File: src/rtl/stream_bert_pkg.sv
// stream_bert_pkg
//   Shared types and constants for the stream_bert bit-error-rate tester.
//   src_state_t : source pacing FSM states
//   snk_state_t : sink alignment FSM states
//   PRBS7_TAPS  : feedback taps of x^7+x^6+1 (used when STREAM_BERT_PRBS_EN is defined)
//   PRBS7_SEED  : LFSR reset value
package stream_bert_pkg;

  typedef enum logic [1:0] {IDLE, SEND, GAP} src_state_t;
  typedef enum logic {SEARCH, LOCK} snk_state_t;

  localparam logic [6:0] PRBS7_TAPS = 7'b110_0000;
  localparam logic [6:0] PRBS7_SEED = 7'h7F;

endpackage

File: src/rtl/bert_pattern_gen.sv
// bert_pattern_gen
//   Produces the current bit of the test sequence and steps it on demand.
//   Fixed mode walks PAT_INIT MSB first; with STREAM_BERT_PRBS_EN defined and
//   mode_i=1 the bit comes from a PRBS-7 LFSR instead.
// Ports
//   clk_i, rst_ni : clock, asynchronous active-low reset
//   mode_i        : 0 = fixed pattern, 1 = PRBS-7 (PRBS build only)
//   advance_i     : step to the next bit
//   load_i        : restart the fixed pattern at index 0 and seed the LFSR
//   load_bits_i   : the last 7 received bits, newest at bit 0 (LFSR seed on load)
//   bit_o         : current sequence bit
// Macro: STREAM_BERT_PRBS_EN enables the LFSR.
module bert_pattern_gen
  import stream_bert_pkg::*;
#(
  parameter int                   PAT_WIDTH = 32,
  parameter logic [PAT_WIDTH-1:0] PAT_INIT  = 32'h0200af31
) (
  input  logic       clk_i,
  input  logic       rst_ni,
  input  logic       mode_i,
  input  logic       advance_i,
  input  logic       load_i,
  input  logic [6:0] load_bits_i,
  output logic       bit_o
);

  localparam int             IDX_W    = $clog2(PAT_WIDTH);
  localparam logic [IDX_W-1:0] LAST_IDX = IDX_W'(PAT_WIDTH - 1);

  logic [IDX_W-1:0] idx_q, idx_d, bit_pos;
  logic             fixed_bit;

  always_comb begin
    idx_d = idx_q;
    if (load_i) begin
      idx_d = '0;
    end else if (advance_i) begin
      idx_d = (idx_q == LAST_IDX) ? '0 : idx_q + 1'b1;
    end
  end

  // Index 0 is the MSB of the pattern.
  assign bit_pos   = LAST_IDX - idx_q;
  assign fixed_bit = PAT_INIT[bit_pos];

  always_ff @(posedge clk_i or negedge rst_ni) begin
    if (!rst_ni) begin
      idx_q <= '0;
    end else begin
      idx_q <= idx_d;
    end
  end

`ifdef STREAM_BERT_PRBS_EN
  logic [6:0] lfsr_q, lfsr_d;
  logic       prbs_bit;

  // The register holds the last 7 output bits, newest at bit 0, so the sink
  // can seed its copy directly from the 7 bits it has just received.
  assign prbs_bit = ^(lfsr_q & PRBS7_TAPS);

  always_comb begin
    lfsr_d = lfsr_q;
    if (load_i) begin
      lfsr_d = load_bits_i;
    end else if (advance_i) begin
      lfsr_d = {lfsr_q[5:0], prbs_bit};
    end
  end

  always_ff @(posedge clk_i or negedge rst_ni) begin
    if (!rst_ni) begin
      lfsr_q <= PRBS7_SEED;
    end else begin
      lfsr_q <= lfsr_d;
    end
  end

  assign bit_o = mode_i ? prbs_bit : fixed_bit;
`else
  logic unused_prbs_inputs;
  assign unused_prbs_inputs = ^{mode_i, load_bits_i};
  assign bit_o = fixed_bit;
`endif

endmodule

File: src/rtl/stream_bert.sv
// stream_bert
//   Bit-error-rate tester: the source paces a repeating pattern onto an
//   AXI-stream master (payload in TDATA[0]); the sink aligns to the returned
//   stream, tracks lock and counts compared bits and bit errors.
// Ports
//   ap_clk, ap_rst_n          : clock, asynchronous active-low reset
//   enable                    : source run/stop (a pending beat always completes)
//   gap                       : idle cycles after each accepted beat
//   mode                      : 0 = fixed pattern, 1 = PRBS-7 (PRBS build only)
//   clear                     : synchronous clear of bit_count/err_count
//   m_axis_tvalid/tready/tdata: source stream
//   s_axis_tvalid/tready/tdata: sink stream (tready tied high)
//   locked                    : sink aligned
//   bit_count, err_count      : saturating counters of compared bits / errors
// Macro: STREAM_BERT_PRBS_EN enables PRBS-7 generation and self-synchronising sink.
module stream_bert
  import stream_bert_pkg::*;
#(
  parameter int                   PAT_WIDTH = 32,
  parameter logic [PAT_WIDTH-1:0] PAT_INIT  = 32'h0200af31,
  parameter int                   DATA_W    = 8,
  parameter int                   GAP_W     = 4,
  parameter int                   CNT_W     = 32,
  parameter int                   LOSS_THR  = 8
) (
  input  logic              ap_clk,
  input  logic              ap_rst_n,
  input  logic              enable,
  input  logic [GAP_W-1:0]  gap,
  input  logic              mode,
  input  logic              clear,
  output logic              m_axis_tvalid,
  input  logic              m_axis_tready,
  output logic [DATA_W-1:0] m_axis_tdata,
  input  logic              s_axis_tvalid,
  output logic              s_axis_tready,
  input  logic [DATA_W-1:0] s_axis_tdata,
  output logic              locked,
  output logic [CNT_W-1:0]  bit_count,
  output logic [CNT_W-1:0]  err_count
);

  localparam int               WIN_W    = $clog2(PAT_WIDTH);
  localparam int               ERR_W    = $clog2(LOSS_THR + 1);
  localparam logic [WIN_W-1:0] WIN_LAST = WIN_W'(PAT_WIDTH - 1);
  localparam logic [ERR_W-1:0] LOSS_LIM = ERR_W'(LOSS_THR);

  // ---------------- source ----------------
  src_state_t       src_q, src_d;
  logic [GAP_W-1:0] gap_cnt_q, gap_cnt_d;
  logic             src_hs, src_bit;

  assign src_hs = (src_q == SEND) && m_axis_tready;

  always_comb begin
    src_d     = src_q;
    gap_cnt_d = gap_cnt_q;
    case (src_q)
      IDLE: if (enable) src_d = SEND;
      SEND: begin
        if (m_axis_tready) begin
          if (!enable) begin
            src_d = IDLE;
          end else if (gap != '0) begin
            src_d     = GAP;
            gap_cnt_d = gap;
          end
        end
      end
      GAP: begin
        if (!enable) begin
          src_d = IDLE;
        end else if (gap_cnt_q <= GAP_W'(1)) begin
          src_d = SEND;
        end else begin
          gap_cnt_d = gap_cnt_q - 1'b1;
        end
      end
      default: src_d = IDLE;
    endcase
  end

  always_ff @(posedge ap_clk or negedge ap_rst_n) begin
    if (!ap_rst_n) begin
      src_q     <= IDLE;
      gap_cnt_q <= '0;
    end else begin
      src_q     <= src_d;
      gap_cnt_q <= gap_cnt_d;
    end
  end

  bert_pattern_gen #(.PAT_WIDTH(PAT_WIDTH), .PAT_INIT(PAT_INIT)) u_src_gen (
    .clk_i      (ap_clk),
    .rst_ni     (ap_rst_n),
    .mode_i     (mode),
    .advance_i  (src_hs),
    .load_i     (1'b0),
    .load_bits_i(7'd0),
    .bit_o      (src_bit)
  );

  assign m_axis_tvalid = (src_q == SEND);
  // Gate with tvalid so TDATA reads 0 whenever no beat is offered.
  assign m_axis_tdata  = {{(DATA_W-1){1'b0}}, src_bit & m_axis_tvalid};

  // ---------------- sink ----------------
  snk_state_t       snk_q, snk_d;
  logic [PAT_WIDTH-1:0] sr_q, sr_d, sr_shift;
  logic [WIN_W-1:0] win_cnt_q, win_cnt_d;
  logic [ERR_W-1:0] win_err_q, win_err_d, win_err_sum;
  logic [CNT_W-1:0] bit_cnt_q, bit_cnt_d, err_cnt_q, err_cnt_d;
  logic             rx_bit, exp_bit, miss, acq, snk_load, bit_inc, err_inc;

  assign rx_bit      = s_axis_tdata[0];
  assign sr_shift    = {sr_q[PAT_WIDTH-2:0], rx_bit};
  assign miss        = rx_bit ^ exp_bit;
  assign win_err_sum = win_err_q + ERR_W'(miss);

`ifdef STREAM_BERT_PRBS_EN
  logic [2:0] srch_q, srch_d;
  // PRBS lock needs only 7 received bits to seed the local LFSR.
  assign acq = mode ? (srch_q == 3'd6) : (sr_shift == PAT_INIT);
`else
  assign acq = (sr_shift == PAT_INIT);
`endif

  always_comb begin
    snk_d     = snk_q;
    sr_d      = sr_q;
    win_cnt_d = win_cnt_q;
    win_err_d = win_err_q;
    snk_load  = 1'b0;
    bit_inc   = 1'b0;
    err_inc   = 1'b0;
`ifdef STREAM_BERT_PRBS_EN
    srch_d    = srch_q;
`endif
    case (snk_q)
      SEARCH: begin
        if (s_axis_tvalid) begin
          sr_d = sr_shift;
`ifdef STREAM_BERT_PRBS_EN
          srch_d = srch_q + 1'b1;
`endif
          if (acq) begin
            snk_d     = LOCK;
            snk_load  = 1'b1;
            win_cnt_d = '0;
            win_err_d = '0;
`ifdef STREAM_BERT_PRBS_EN
            srch_d    = '0;
`endif
          end
        end
      end
      LOCK: begin
        if (s_axis_tvalid) begin
          bit_inc = 1'b1;
          err_inc = miss;
          if (win_err_sum >= LOSS_LIM) begin
            snk_d = SEARCH;
            sr_d  = '0;
`ifdef STREAM_BERT_PRBS_EN
            srch_d = '0;
`endif
          end else if (win_cnt_q == WIN_LAST) begin
            win_cnt_d = '0;
            win_err_d = '0;
          end else begin
            win_cnt_d = win_cnt_q + 1'b1;
            win_err_d = win_err_sum;
          end
        end
      end
      default: snk_d = SEARCH;
    endcase

    // clear has priority over a same-cycle increment; counters stick at all-ones.
    bit_cnt_d = bit_cnt_q;
    err_cnt_d = err_cnt_q;
    if (clear) begin
      bit_cnt_d = '0;
      err_cnt_d = '0;
    end else begin
      if (bit_inc && (bit_cnt_q != '1)) bit_cnt_d = bit_cnt_q + 1'b1;
      if (err_inc && (err_cnt_q != '1)) err_cnt_d = err_cnt_q + 1'b1;
    end
  end

  always_ff @(posedge ap_clk or negedge ap_rst_n) begin
    if (!ap_rst_n) begin
      snk_q     <= SEARCH;
      sr_q      <= '0;
      win_cnt_q <= '0;
      win_err_q <= '0;
      bit_cnt_q <= '0;
      err_cnt_q <= '0;
    end else begin
      snk_q     <= snk_d;
      sr_q      <= sr_d;
      win_cnt_q <= win_cnt_d;
      win_err_q <= win_err_d;
      bit_cnt_q <= bit_cnt_d;
      err_cnt_q <= err_cnt_d;
    end
  end

`ifdef STREAM_BERT_PRBS_EN
  always_ff @(posedge ap_clk or negedge ap_rst_n) begin
    if (!ap_rst_n) begin
      srch_q <= '0;
    end else begin
      srch_q <= srch_d;
    end
  end
`endif

  bert_pattern_gen #(.PAT_WIDTH(PAT_WIDTH), .PAT_INIT(PAT_INIT)) u_snk_gen (
    .clk_i      (ap_clk),
    .rst_ni     (ap_rst_n),
    .mode_i     (mode),
    .advance_i  (s_axis_tvalid && (snk_q == LOCK)),
    .load_i     (snk_load),
    .load_bits_i(sr_shift[6:0]),
    .bit_o      (exp_bit)
  );

  logic unused_tdata_hi;
  assign unused_tdata_hi = ^s_axis_tdata[DATA_W-1:1];

  assign s_axis_tready = 1'b1;
  assign locked        = (snk_q == LOCK);
  assign bit_count     = bit_cnt_q;
  assign err_count     = err_cnt_q;

endmodule

File: config.mk
export PLATFORM = sky130hd
export DESIGN_NAME = stream_bert
export DESIGN_NICKNAME = d
export VERILOG_FILES = /design/src/rtl/stream_bert_pkg.sv /design/src/rtl/bert_pattern_gen.sv /design/src/rtl/stream_bert.sv
export SDC_FILE = /design/constraint.sdc
export NUM_CORES = 1
export LEC_CHECK = 0
export CAP_MARGIN = 20
export CORE_AREA = 10 10 117 119
export CTS_CLUSTER_DIAMETER = 120
export DETAILED_ROUTE_END_ITERATION = 8
export DIE_AREA = 0 0 127 129
export PLACE_DENSITY = 0.92
export REMOVE_ABC_BUFFERS = 1
export SLEW_MARGIN = 10
export SYNTH_ARGS = -nofsm -noshare
export SYNTH_HDL_FRONTEND = slang
export SYNTH_SLANG_ARGS = --single-unit
File: constraint.sdc
create_clock -name ap_clk -period 8.03 [get_ports ap_clk]
set_clock_uncertainty 0.05 [all_clocks]
set_input_delay 1.606 -clock ap_clk [delete_from_list [all_inputs] [get_ports ap_clk]]
set_output_delay 1.606 -clock ap_clk [all_outputs]
set_load 0.1 [all_outputs]
==> flow_summary_export.csv <==
group,metric,value,unit
status,status,"complete, no violations",
worst_setup_path,endpoint_kind,"output pin",
clock_tree,cts_setup_buffers,0,
synthesis,synth_compound_area_share,17.74,%
power_and_ir_drop,peakVddDrop,0.0002361,V
synthesis,netlist_top_cells_area,"dfrtp_1 46%, a22o_1 4.4%, a21oi_1 4.4%, mux2_2 3.6%, o31ai_1 3.1%",
sta,min_period,4.385,ns
synthesis,ys_seq_area_share,46.32,%
worst_setup_path,required,6.37,ns
sta,hold_viol_final,0,
finish,postLayoutCoreUtil,69.66,%
synthesis,syn_inst,664,
finish,drive_gt1_share,10.12,%
power_and_ir_drop,powerDensity,206.0,nW/um^2
finish,area_growth,20.63,%
worst_setup_path,critPathKind,"flop to output pin",
sta,fin_hold_ws,0.4707,ns
clock_tree,clk_pin_slew_worst_paths,0.05,ns
placed_design,pre_cts_ws,3.108,ns
clock_tree,numCtsBuffers,17,
flow_run,maxCapViolCount,0,
synthesis,muxShareOfSynthArea,3.770,%
global_route,grt_pass1_wl,27730,um
detailed_routing,dr.pass1.iters,5,
worst_setup_path,worst-endpoint-arrival,2.73,ns
worst_setup_path,r2r_cells,11,
worst_hold_path,min_from,"sr_q[18]",
synthesis,synth_top_family_by_area,"simple AND/OR/NAND/NOR gates",
sta,fmax,228.1,MHz
worst_hold_path,hold_depth,1,
clock_tree,root_buffer,"clkbuf_16",
worst_hold_path,hold_path_class,"flop to flop",
detailed_routing,wl,16800,um
clock_tree,cts_tree,"built",
sta,fin_setup_tns,0,ns
clock_tree,htreeDepth,4,
worst_hold_path,hold_end,"sr_q[18]",
sta,rsz0062_at_grt,"false",
synthesis,synth_cell_type_count,66,
worst_setup_path,r2r_start,"u_snk_gen.idx_q[0]",
sta,setup_viol,0,
die,num_rows,39,
die,start_util,57.75,%
synthesis,synthSimpleGateAreaFrac,24.25,%
global_route,antenna_found_initial,0,
finish,layout_commonest_cell,"dfrtp_1",
clock_tree,ctsResizeCount,0,
sta,finalCritPeriodShare,54.61,%
synthesis,syn_area,6538,um^2
finish,nNetsFinal,761,
synthesis,synth_fa_ha_area_share,2.679,%
detailed_routing,viasPerCell,6.552,
synthesis,netlist.area_leader.share,46.32,%
placed_design,gp_congestion,0.8333,
die,die_area,16380,um^2
worst_setup_path,r2r_end,"win_err_q[2]",
die,die_h,129,um
detailed_routing,drtIter0Drc,614,
finish,diodes,0,
detailed_routing,vias,5792,
die,top_level_ports,94,
global_route,first_global_vias,5536,
global_route,grt_max_degree,80,
synthesis,synth_top_area_cell,"dfrtp_1",
placed_design,io_buffers,77,
sta,slew_headroom,30.29,%
power_and_ir_drop,leakagePower,3.210,nW
sta,setup_slack,3.645,ns
finish,most-common-layout-cells,"121 x dfrtp_1, 75 x clkdlybuf4s50_1, 57 x a21oi_1, 42 x nor2_1, 41 x nand2_1",
detailed_routing,wire_per_inst,19.00,um
die,core_area,11320,um^2
clock_tree,ctsHoldBuffers,0,
detailed_routing,remaining_drc_errors,0,
placed_design,hpwl,10680,um
synthesis,ys_ff_latch,121,
clock_tree,cts.sinks,121,
sta,slew_violations,0,
synthesis,syn_avg_cell_area,9.846,um^2
detailed_routing,ant_nets,0,
global_route,grt-ovfl-total,0,
worst_setup_path,critPathMaxFanout,3,
global_route,grt_use_total,20.45,%
sta,worst_slew_pin_slew,1.042,ns
die,die_x,127,um
clock_tree,cts.path.max_buffers,2,
synthesis,yosysWarnings,0,
synthesis,ys.flop_type,"dfrtp_1",
worst_setup_path,r2r_setup_slack,4.83,ns
clock_tree,clkLatencyLatePin,0.42,ns
synthesis,async_reset_ff_share,100.0,%
worst_setup_path,cp-start-kind,"flop",
synthesis,synth-xor-area-share,0.6699,%
synthesis,synth-edff-count,0,
-- registers in the layout, summed over array words and instances (netlist names) --
name and count:
locked 1, sr_q 31, u_src_gen.idx_q 5, u_snk_gen.idx_q 5
win_err_q 4, win_cnt_q 5, gap_cnt_q 4, src_q 2
err_count 32, bit_count 32
-- worst max-delay path, cell delays in order, from the launching register on --
cell and delay (ns):
dfrtp_1 0.40, inv_1 0.11, ha_1 0.15, o21ai_0 0.09, a21oi_1 0.20, a31oi_1 0.07, nor3_1 0.14, clkdlybuf4s50_1 1.16
-- per-stage QoR --
step                std cells  instance area [um^2]  power, mW
floorplan                 626                  6317     0.8283
global placement          850                  7292     0.8750
detailed placement        850                  7292     0.8933
CTS                       882                  7856      1.626
global route              884                  7886      1.690
finish                    884                  7886      1.624
-- worst max-delay path by stage --
stage,cells after the start,startpoint,endpoint,slack (ns)
after CTS,6,s_axis_tvalid,win_err_q[2],3.56
after global routing,7,u_src_gen.idx_q[0],m_axis_tdata[0],3.50
after floorplan,6,u_src_gen.idx_q[0],m_axis_tdata[0],3.50
after detailed placement,6,s_axis_tvalid,win_err_q[2],3.11
after global placement,6,s_axis_tvalid,win_cnt_q[2],3.23
final,7,u_src_gen.idx_q[0],m_axis_tdata[0],3.65
-- kinds of logic (layout without fill, tap and decap cells) --
family | after synthesis | in the layout
DFF | 121 | 121
AOI/OAI and AO/OA | 174 | 174
and+or+nand+nor | 269 | 269
adders and majority gates | 14 | 14
xor gates and xnor gates | 5 | 5
muxes | 22 | 22
other | 2 | 8
buffers and inverters | 57 | 128
-- synthesized netlist by cell type, types with 4 or more instances --
cell type and number:
a21oi_1 57, a22o_1 33, and3_1 11, and4_1 6, buf_2 8, buf_4 13
clkbuf_1 19, dfrtp_1 121, ha_1 14, inv_1 13, mux2_2 21, nand2_1 41
nand3_1 28, nand4_1 24, nor2_1 42, nor2b_1 16, nor3_1 11, nor4_1 12
o21ai_0 29, o31ai_1 27, o41ai_1 4, or3_1 18, or4_1 25, xnor2_1 4
-- report_power, final --
part / leakage (nW) / internal (mW) / switching [mW]
registers: 1.65 / 0.656 / 0.0455
logic: 1.28 / 0.0699 / 0.121
clock network: 0.287 / 0.468 / 0.264
-- layout make-up --
class / count / area, um^2
Fill cell: 817 / 3435
Multi-Input combinational cell: 492 / 3243
Sequential cell: 121 / 3028
Timing Repair Buffer: 83 / 823.3
Clock buffer: 22 / 464.2
Tap cell: 143 / 178.9
Clock inverter: 10 / 100.1
Inverter: 13 / 48.80
-- per-layer routing --
metal / vias up / global-route usage (%) / share of wire [%]
met1: 2867 / 23.51 / 40
li1: 2649 / - / -
met3: 28 / 8.378 / 8.5
met5: - / 0 / 0
met4: 0 / 7.033 / 1.8
met2: 248 / 33.90 / 50
Power figures use the tool's default switching activity.
